### src/rtl/ps2_pkg.sv
// Shared PS/2 definitions: host-transmit FSM states, common command bytes
// and the frame builder used by the host transmitter.
package ps2_pkg;

    typedef enum logic [2:0] {
        IDLE,
        INHIBIT,
        START,
        BITS,
        ACK,
        WAIT_IDLE
    } ps2_tx_state_t;

    localparam logic [7:0] CMD_SET_LEDS = 8'hED;
    localparam logic [7:0] CMD_ENABLE   = 8'hF4;
    localparam logic [7:0] CMD_RESET    = 8'hFF;
    localparam logic [7:0] RESP_ACK     = 8'hFA;
    localparam logic [7:0] BREAK_PREFIX = 8'hF0;

    // Bits shifted out LSB first after the start bit: data, odd parity, stop.
    function automatic logic [9:0] ps2_frame(input logic [7:0] data);
        return {1'b1, ~^data, data};
    endfunction

endpackage

### src/rtl/ps2_sync_edge.sv
// Two-flop synchronizer for the PS/2 clock and data pads with a falling-edge
// strobe on the synchronized clock. Shared by the receive and transmit paths.
module ps2_sync_edge (
    input  logic clk,
    input  logic res,
    input  logic ps2clk_in,
    input  logic ps2data_in,
    output logic clk_sync,
    output logic data_sync,
    output logic clk_fall
);

    logic [1:0] clk_ff;
    logic [1:0] data_ff;
    logic       clk_prev;

    // Reset to the idle (pulled-up) level so leaving reset never fakes an edge.
    always_ff @(posedge clk or posedge res) begin
        if (res) begin
            clk_ff   <= '1;
            data_ff  <= '1;
            clk_prev <= 1'b1;
        end else begin
            clk_ff   <= {clk_ff[0], ps2clk_in};
            data_ff  <= {data_ff[0], ps2data_in};
            clk_prev <= clk_ff[1];
        end
    end

    assign clk_sync  = clk_ff[1];
    assign data_sync = data_ff[1];
    assign clk_fall  = clk_prev & ~clk_ff[1];

endmodule

### src/rtl/ps2_host_tx.sv
// Host-to-device PS/2 transmitter: inhibits the bus, sends one command byte
// with odd parity, collects the device ack and reports done/error.
module ps2_host_tx
    import ps2_pkg::*;
#(
    parameter int unsigned INHIBIT_CYCLES = 12000,
    parameter int unsigned TIMEOUT_CYCLES = 1500000
) (
    input  logic       clk,
    input  logic       res,
    input  logic       tx_valid,
    input  logic [7:0] tx_data,
    output logic       tx_ready,
    output logic       tx_done,
    output logic       tx_err,
    input  logic       ps2clk_in,
    input  logic       ps2data_in,
    output logic       ps2clk_drive_low,
    output logic       ps2data_drive_low
);

    localparam int unsigned INH_W = $clog2(INHIBIT_CYCLES + 1);
    localparam int unsigned WD_W  = $clog2(TIMEOUT_CYCLES + 1);
    localparam logic [INH_W-1:0] INH_LAST = INH_W'(INHIBIT_CYCLES - 1);
    localparam logic [WD_W-1:0]  WD_LAST  = WD_W'(TIMEOUT_CYCLES - 1);

    ps2_tx_state_t    state, state_n;
    logic [9:0]       shreg, shreg_n;
    logic [3:0]       bit_cnt, bit_cnt_n;
    logic [INH_W-1:0] inh_cnt, inh_cnt_n;
    logic [WD_W-1:0]  wd_cnt, wd_cnt_n;
    logic             err_q, err_n;
    logic             ready_n, done_n, err_out_n;
    logic             clk_drv_n, data_drv_n;
    logic             clk_sync, data_sync, clk_fall;

    ps2_sync_edge u_sync (
        .clk        (clk),
        .res        (res),
        .ps2clk_in  (ps2clk_in),
        .ps2data_in (ps2data_in),
        .clk_sync   (clk_sync),
        .data_sync  (data_sync),
        .clk_fall   (clk_fall)
    );

    always_comb begin
        state_n    = state;
        shreg_n    = shreg;
        bit_cnt_n  = bit_cnt;
        inh_cnt_n  = inh_cnt;
        wd_cnt_n   = wd_cnt;
        err_n      = err_q;
        done_n     = 1'b0;
        err_out_n  = 1'b0;
        data_drv_n = ps2data_drive_low;

        unique case (state)
            IDLE: begin
                data_drv_n = 1'b0;
                if (tx_valid && tx_ready) begin
                    shreg_n   = ps2_frame(tx_data);
                    bit_cnt_n = '0;
                    inh_cnt_n = '0;
                    err_n     = 1'b0;
                    state_n   = INHIBIT;
                end
            end
            INHIBIT: begin
                inh_cnt_n = inh_cnt + 1'b1;
                if (inh_cnt == INH_LAST) begin
                    data_drv_n = 1'b1;
                    state_n    = START;
                end
            end
            START: begin
                wd_cnt_n = '0;
                state_n  = BITS;
            end
            BITS: begin
                wd_cnt_n = wd_cnt + 1'b1;
                // Registered update: data moves the cycle after the detected edge.
                if (clk_fall) begin
                    data_drv_n = ~shreg[0];
                    shreg_n    = {1'b1, shreg[9:1]};
                    bit_cnt_n  = bit_cnt + 4'd1;
                    if (bit_cnt == 4'd9) begin
                        state_n = ACK;
                    end
                end
            end
            ACK: begin
                wd_cnt_n = wd_cnt + 1'b1;
                if (clk_fall) begin
                    err_n     = data_sync;
                    bit_cnt_n = bit_cnt + 4'd1;
                    state_n   = WAIT_IDLE;
                end
            end
            WAIT_IDLE: begin
                wd_cnt_n = wd_cnt + 1'b1;
                if (clk_sync && data_sync) begin
                    done_n    = 1'b1;
                    err_out_n = err_q;
                    state_n   = IDLE;
                end
            end
            default: state_n = IDLE;
        endcase

        if ((state == BITS || state == ACK || state == WAIT_IDLE) &&
            wd_cnt == WD_LAST && state_n != IDLE) begin
            state_n    = IDLE;
            data_drv_n = 1'b0;
            done_n     = 1'b1;
            err_out_n  = 1'b1;
        end

        clk_drv_n = (state_n == INHIBIT) || (state_n == START);
        // Ready comes back one cycle after the done pulse.
        ready_n   = (state_n == IDLE) && (state == IDLE);
    end

    always_ff @(posedge clk or posedge res) begin
        if (res) begin
            state             <= IDLE;
            shreg             <= '0;
            bit_cnt           <= '0;
            inh_cnt           <= '0;
            wd_cnt            <= '0;
            err_q             <= 1'b0;
            tx_ready          <= 1'b1;
            tx_done           <= 1'b0;
            tx_err            <= 1'b0;
            ps2clk_drive_low  <= 1'b0;
            ps2data_drive_low <= 1'b0;
        end else begin
            state             <= state_n;
            shreg             <= shreg_n;
            bit_cnt           <= bit_cnt_n;
            inh_cnt           <= inh_cnt_n;
            wd_cnt            <= wd_cnt_n;
            err_q             <= err_n;
            tx_ready          <= ready_n;
            tx_done           <= done_n;
            tx_err            <= err_out_n;
            ps2clk_drive_low  <= clk_drv_n;
            ps2data_drive_low <= data_drv_n;
        end
    end

endmodule

### config.mk
export PLATFORM = sky130hd
export DESIGN_NAME = ps2_host_tx
export DESIGN_NICKNAME = d
export VERILOG_FILES = /design/src/rtl/ps2_pkg.sv /design/src/rtl/ps2_sync_edge.sv /design/src/rtl/ps2_host_tx.sv
export SDC_FILE = /design/constraint.sdc
export NUM_CORES = 1
export LEC_CHECK = 0
export CORE_AREA = 2 2 82 84
export DETAILED_ROUTE_END_ITERATION = 7
export DIE_AREA = 0 0 84 86
export GPL_TIMING_DRIVEN = 0
export PLACE_DENSITY_LB_ADDON = 0.1
export RECOVER_POWER = 100
export SLEW_MARGIN = 20
export SYNTH_ARGS = -nofsm -noshare
export SYNTH_HDL_FRONTEND = slang
export SYNTH_SLANG_ARGS = --single-unit
### constraint.sdc
create_clock -name clk -period 5 [get_ports clk]
set_input_delay 1 -clock clk [delete_from_list [all_inputs] [get_ports clk]]
set_output_delay 1 -clock clk [all_outputs]
set_load 0.005 [all_outputs]
Word level (Yosys, flattened, before mapping)

Index checks and enable logic that the tools add are counted.
W data, S select, Z words.

Add/subtract/negate cells: 3
Equality and inequality tests: 16
Mux-type cells: 30
Bitwise operators: 3
Reduce and logical (&&, ||, !) cells: 25

Operator list:

| kind                    | count |
|---|---|
| $pmux W21 S2            | 1 |
| $pmux W14 S2            | 1 |
| $add A21 B1 Y21 const B | 1 |
| $eq A21 B21 Y1 const B  | 1 |
| $mux W3                 | 7 |
| $mux W10                | 2 |
| $pmux W10 S2            | 1 |
| $pmux W3 S6             | 1 |
| $add A14 B1 Y14 const B | 1 |
| $eq A14 B14 Y1 const B  | 1 |
| $mux W14                | 1 |
| $reduce_and A3 Y1       | 4 |
| $mux W1                 | 11 |
| $reduce_bool A2 Y1      | 5 |
| $eq A3 B2 Y1 const B    | 3 |
| $mux W4                 | 2 |
| $pmux W4 S2             | 1 |
| $reduce_xnor A8 Y1      | 1 |
| $eq A3 B1 Y1 const B    | 2 |
| $eq A3 B3 Y1 const B    | 2 |
| $logic_not A3 Y1        | 2 |
| $ne A2 B2 Y1 const B    | 3 |
| $logic_and A1 B1 Y1     | 5 |
| $add A4 B1 Y4 const B   | 1 |
| other kinds (14)        | 17 |

Register bits after elaboration: 63
Input port bits: 13
Output and inout port bits: 5
Logic and storage cells: 91

Longest topological paths before layout

Depth after elaboration: 9
Depth in mapped cells: 8
Depth with buffers taken out: 5

Cells and area by module

From an unflattened synthesis, not the netlist that was laid out.

Cells, all modules: 332
Area total of the unflattened synthesis: 3260.6 um^2

Modules (own cells, without submodules):

| module        | times used | cells each | area an instance (um^2) | sequential area each (um^2) |
|---|---|---|---|---|
| ps2_host_tx   | 1          | 325        | 3111.7                  | 1452.6 |
| ps2_sync_edge | 1          | 7          | 148.9                   | 131.4 |

Least setup slack after synthesis

OpenSTA, ideal clock, no wires.

Path type: input port to flip-flop
From: input tx_valid
To: register shreg[8]
Library setup time: 0.143 ns
Data arrival time: 1.984 ns
Data required time: 4.857 ns
Setup slack: 2.873 ns
Stages on the path: 5
Buffers on the path: 2
Path through: and2_1 a22o_1 clkbuf_1 clkbuf_1 o221ai_1

Longest elaborated chain between the ends: 3

RTL lines:

| what                        | RTL line           | text |
|---|---|---|
| from (decl)                 | ps2_host_tx.sv:11  | `input logic tx_valid,` |
| $logic_and A1 B1 Y1         | ps2_host_tx.sv:61  | `if (tx_valid && tx_ready) begin` |
| $ne A2 B2 Y1 (no line)      | --                 |  |
| $reduce_and A3 Y1 (no line) | --                 |  |
| to (signal assigned)        | ps2_host_tx.sv:139 | `shreg <= shreg_n;` |
| to (decl)                   | ps2_host_tx.sv:28  | `logic [9:0] shreg, shreg_n;` |

Every way passes these cells.
A chain may end at the register's enable or synchronous reset.

Worst setup path in the final report

Same ends and word-level chain as after synthesis.

==> flow_summary_export.csv <==
group,metric,value,unit
floorplanning,dieHeight,86,um
logic_synthesis,synth_async_sr_flop_share,100,%
sta,max_freq,373,MHz
clock_tree,cts_setup_buffers,0,
global_routing,grt.busiest_layer,"met2",
finish,layout_common_cells,"64 x nand2_1, 57 x dfrtp_1, 21 x mux2i_1",
sta,hold_slack,357,ps
setup_path,critPathMaxFanout,10,
sta,rsz0062_at_grt,"no",
global_routing,grt.met2_usage,30.5,%
clock_tree,numCtsBuffers,9,
logic_synthesis,synth_cell_types,52,
global_routing,gr-usage-met3,3.18,%
setup_path,cpMostUsedCell,"clkbuf_1",
floorplanning,die_w,84,um
global_routing,grt_usage,19.7,%
finish,num_antenna_cells,0,
global_routing,grt_pass1_vias,2359,
global_routing,grt_start_max_net_pins,58,
logic_synthesis,synth_edf_count,0,
clock_tree,cts_root_buf,"clkbuf_8",
setup_path,critPathKind,"in2reg",
sta,slew_violations,0,
clock_tree,clock-sinks,63,
logic_synthesis,synth_nets,350,
place,place_congestion,0.838,
setup_path,r2r_cells,5,
sta,setup_slack,2320,ps
setup_path,slowest_delay,520,ps
logic_synthesis,seq_area_frac_synth,50.0,%
floorplanning,row_count,29,
hold_path,worst_hold_path_type,"reg2reg",
sta,setup_tns,0,ps
finish,drive_gt1_share,7.08,%
global_routing,met1_usage,27.1,%
setup_path,crit_path_cell_trace,"dlygate4sd3_1 -> and2_0 -> a22o_1 -> clkbuf_1 -> clkbuf_1 -> o221ai_1",
detailed_routing,drtPass1Iterations,4,
hold_path,hold_start,"u_sync.data_ff[0]",
sta,skew,10.3,ps
setup_path,arrival,2880,ps
detailed_routing,drc,0,
setup_path,r2r_slack,2670,ps
logic_synthesis,ys_warn_count,0,
setup_path,start_kind,"input pin",
sta,worst_pin_slew,1170,ps
clock_tree,cts.clk_slew.worst_paths,70,ps
setup_path,rr_endpoint,"wd_cnt[12]",
clock_tree,clock_latency,340,ps
clock_tree,cts.hold.buffers_added,0,
logic_synthesis,avgSynthCellArea,9.51,sq um
hold_path,hold_path_end,"u_sync.data_ff[1]",
place,dp_hpwl,4.36,mm
place,port_buffers,17,
setup_path,critPathRequiredTime,5200,ps
clock_tree,cts_tree,"done",
setup_path,path_buf_inv,3,
logic_synthesis,synth-seq-cells,63,
hold_path,holdPathStages,0,
sta,finalHoldViolCount,0,
place,dp_slack,2090,ps
status,status,"finished, final reports clean",
detailed_routing,wirelength,6.33,mm
global_routing,grt_pass1_wl,11.2,mm
finish,nNetsFinal,379,
clock_tree,cts_resized,0,
floorplanning,die_area,7220,sq um
logic_synthesis,synthFlopType,"dfrtp_1",
sta,relSlewSlack,21.5,%
setup_path,worstSetupEndpointType,"register",
detailed_routing,ant_nets,0,
setup_path,rr_startpoint,"state[1]",
power_and_ir_drop,power_leakage,1.66,nW
finish,final_cells,444,
detailed_routing,drtIter0Drc,206,
sta,period_share,53.6,%
sta,finalSetupViolations,0,
clock_tree,clockBufferDepth,2,
clock_tree,htreeDepth,3,
power_and_ir_drop,p_total,959,uW
power_and_ir_drop,peakVddDrop,0.000193,V
place,place_inst,428,
detailed_routing,viasPerCell,5.69,
power_and_ir_drop,p_per_area,264,nW/um^2
floorplanning,ios,18,
setup_path,cp_slowest_cell,"dlygate4sd3_1",
setup_path,cp_top_family,"buffers and inverters",
detailed_routing,dr_total_vias,2526,
logic_synthesis,netlist_instances,333,
finish,areaGrowthSynthToFinish,14.8,%
job,drv_cap,0,
logic_synthesis,synth_area,3170,sq um
global_routing,gr-total-overflow,0,
finish,layout_commonest_cell,"nand2_1",
detailed_routing,wl_per_cell,14.2,um
floorplanning,core-area,6280,sq um
sta,final.min_clock_period,2680,ps
global_routing,antenna_found_initial,0,
floorplanning,start_util,50.5,%
[cells in the mapped netlist (4+ instances only)]
master | number | area [sq um]
a31oi_1 | 12 | 75.1
mux2i_1 | 21 | 210
nand3_1 | 20 | 100
clkbuf_1 | 11 | 41.3
dfstp_2 | 6 | 158
o21ai_0 | 19 | 95.1
nand4_1 | 8 | 50.1
o211ai_1 | 4 | 30.0
a21oi_1 | 7 | 35.0
nand2_1 | 64 | 240
xnor2_1 | 6 | 52.6
nor3_1 | 4 | 20.0
nor2_1 | 20 | 75.1
ha_1 | 4 | 50.1
xor2_1 | 4 | 35.0
dfrtp_1 | 57 | 1430
and3_1 | 5 | 31.3
inv_1 | 8 | 30.0
[sequential cells by signal, indices dropped and copies added, names as in the netlist, 2 cells and up]
register,flops
bit_cnt,4
inh_cnt,14
shreg,10
state,3
u_sync.clk_ff,2
u_sync.data_ff,2
wd_cnt,21
[cell families after synthesis]
group | synth area share, %
AOI/OAI and AO/OA | 13.0
xor gates and xnor gates | 2.76
adders and majority gates | 1.58
buffers and inverters | 2.53
DFF | 50.0
muxes | 6.64
and+or+nand+nor | 23.5
[metrics by stage]
stage	utilization, %	instance area [sq um]
final	58.0	3640
after global routing	58.0	3640
after CTS	58.0	3640
after floorplan	-	3170
after detailed placement	55.2	3460
after global placement	54.7	3430
[where the power goes]
| group | internal [mW] | switching, mW | leakage [nW] | total [mW] |
|---|---|---|---|---|
| combinational | 0.0175 | 0.0194 | 0.785 | 0.0369 |
| clock | 0.206 | 0.202 | 0.0894 | 0.408 |
| sequential | 0.513 | 0.00126 | 0.781 | 0.514 |
| total | 0.736 | 0.223 | 1.66 | 0.959 |
[area by class of cell]
cell class / instances / area [sq um]
Tap cell: 77 / 96.3
Multi-Input combinational cell: 249 / 1500
Inverter: 8 / 31.3
Fill cell: 543 / 2640
Buffer: 13 / 48.8
Sequential cell: 63 / 1580
Timing Repair Buffer: 18 / 198
Clock inverter: 3 / 17.5
Clock buffer: 13 / 159
[metal layers]
metal / vias up / routed length [um]
met3: 11 / 162
li1: 1269 / -
met5: - / 0
met2: 36 / 2880
met1: 1210 / 3130
met4: 0 / 148
[worst max path at each step]
stage             start    endpoint  slack [ps]  cells past startpoint
2_1_floorplan       res  bit_cnt[0]        2440                      1
3_3_place_gp        res   wd_cnt[3]        1270                      2
3_5_place_dp   tx_valid    shreg[7]        2090                      6
4_1_cts        tx_valid    shreg[8]        2460                      6
5_1_grt        tx_valid    shreg[0]        2130                      7
6_report       tx_valid    shreg[8]        2320                      6
No activity file was read; power rests on OpenSTA's default activity.
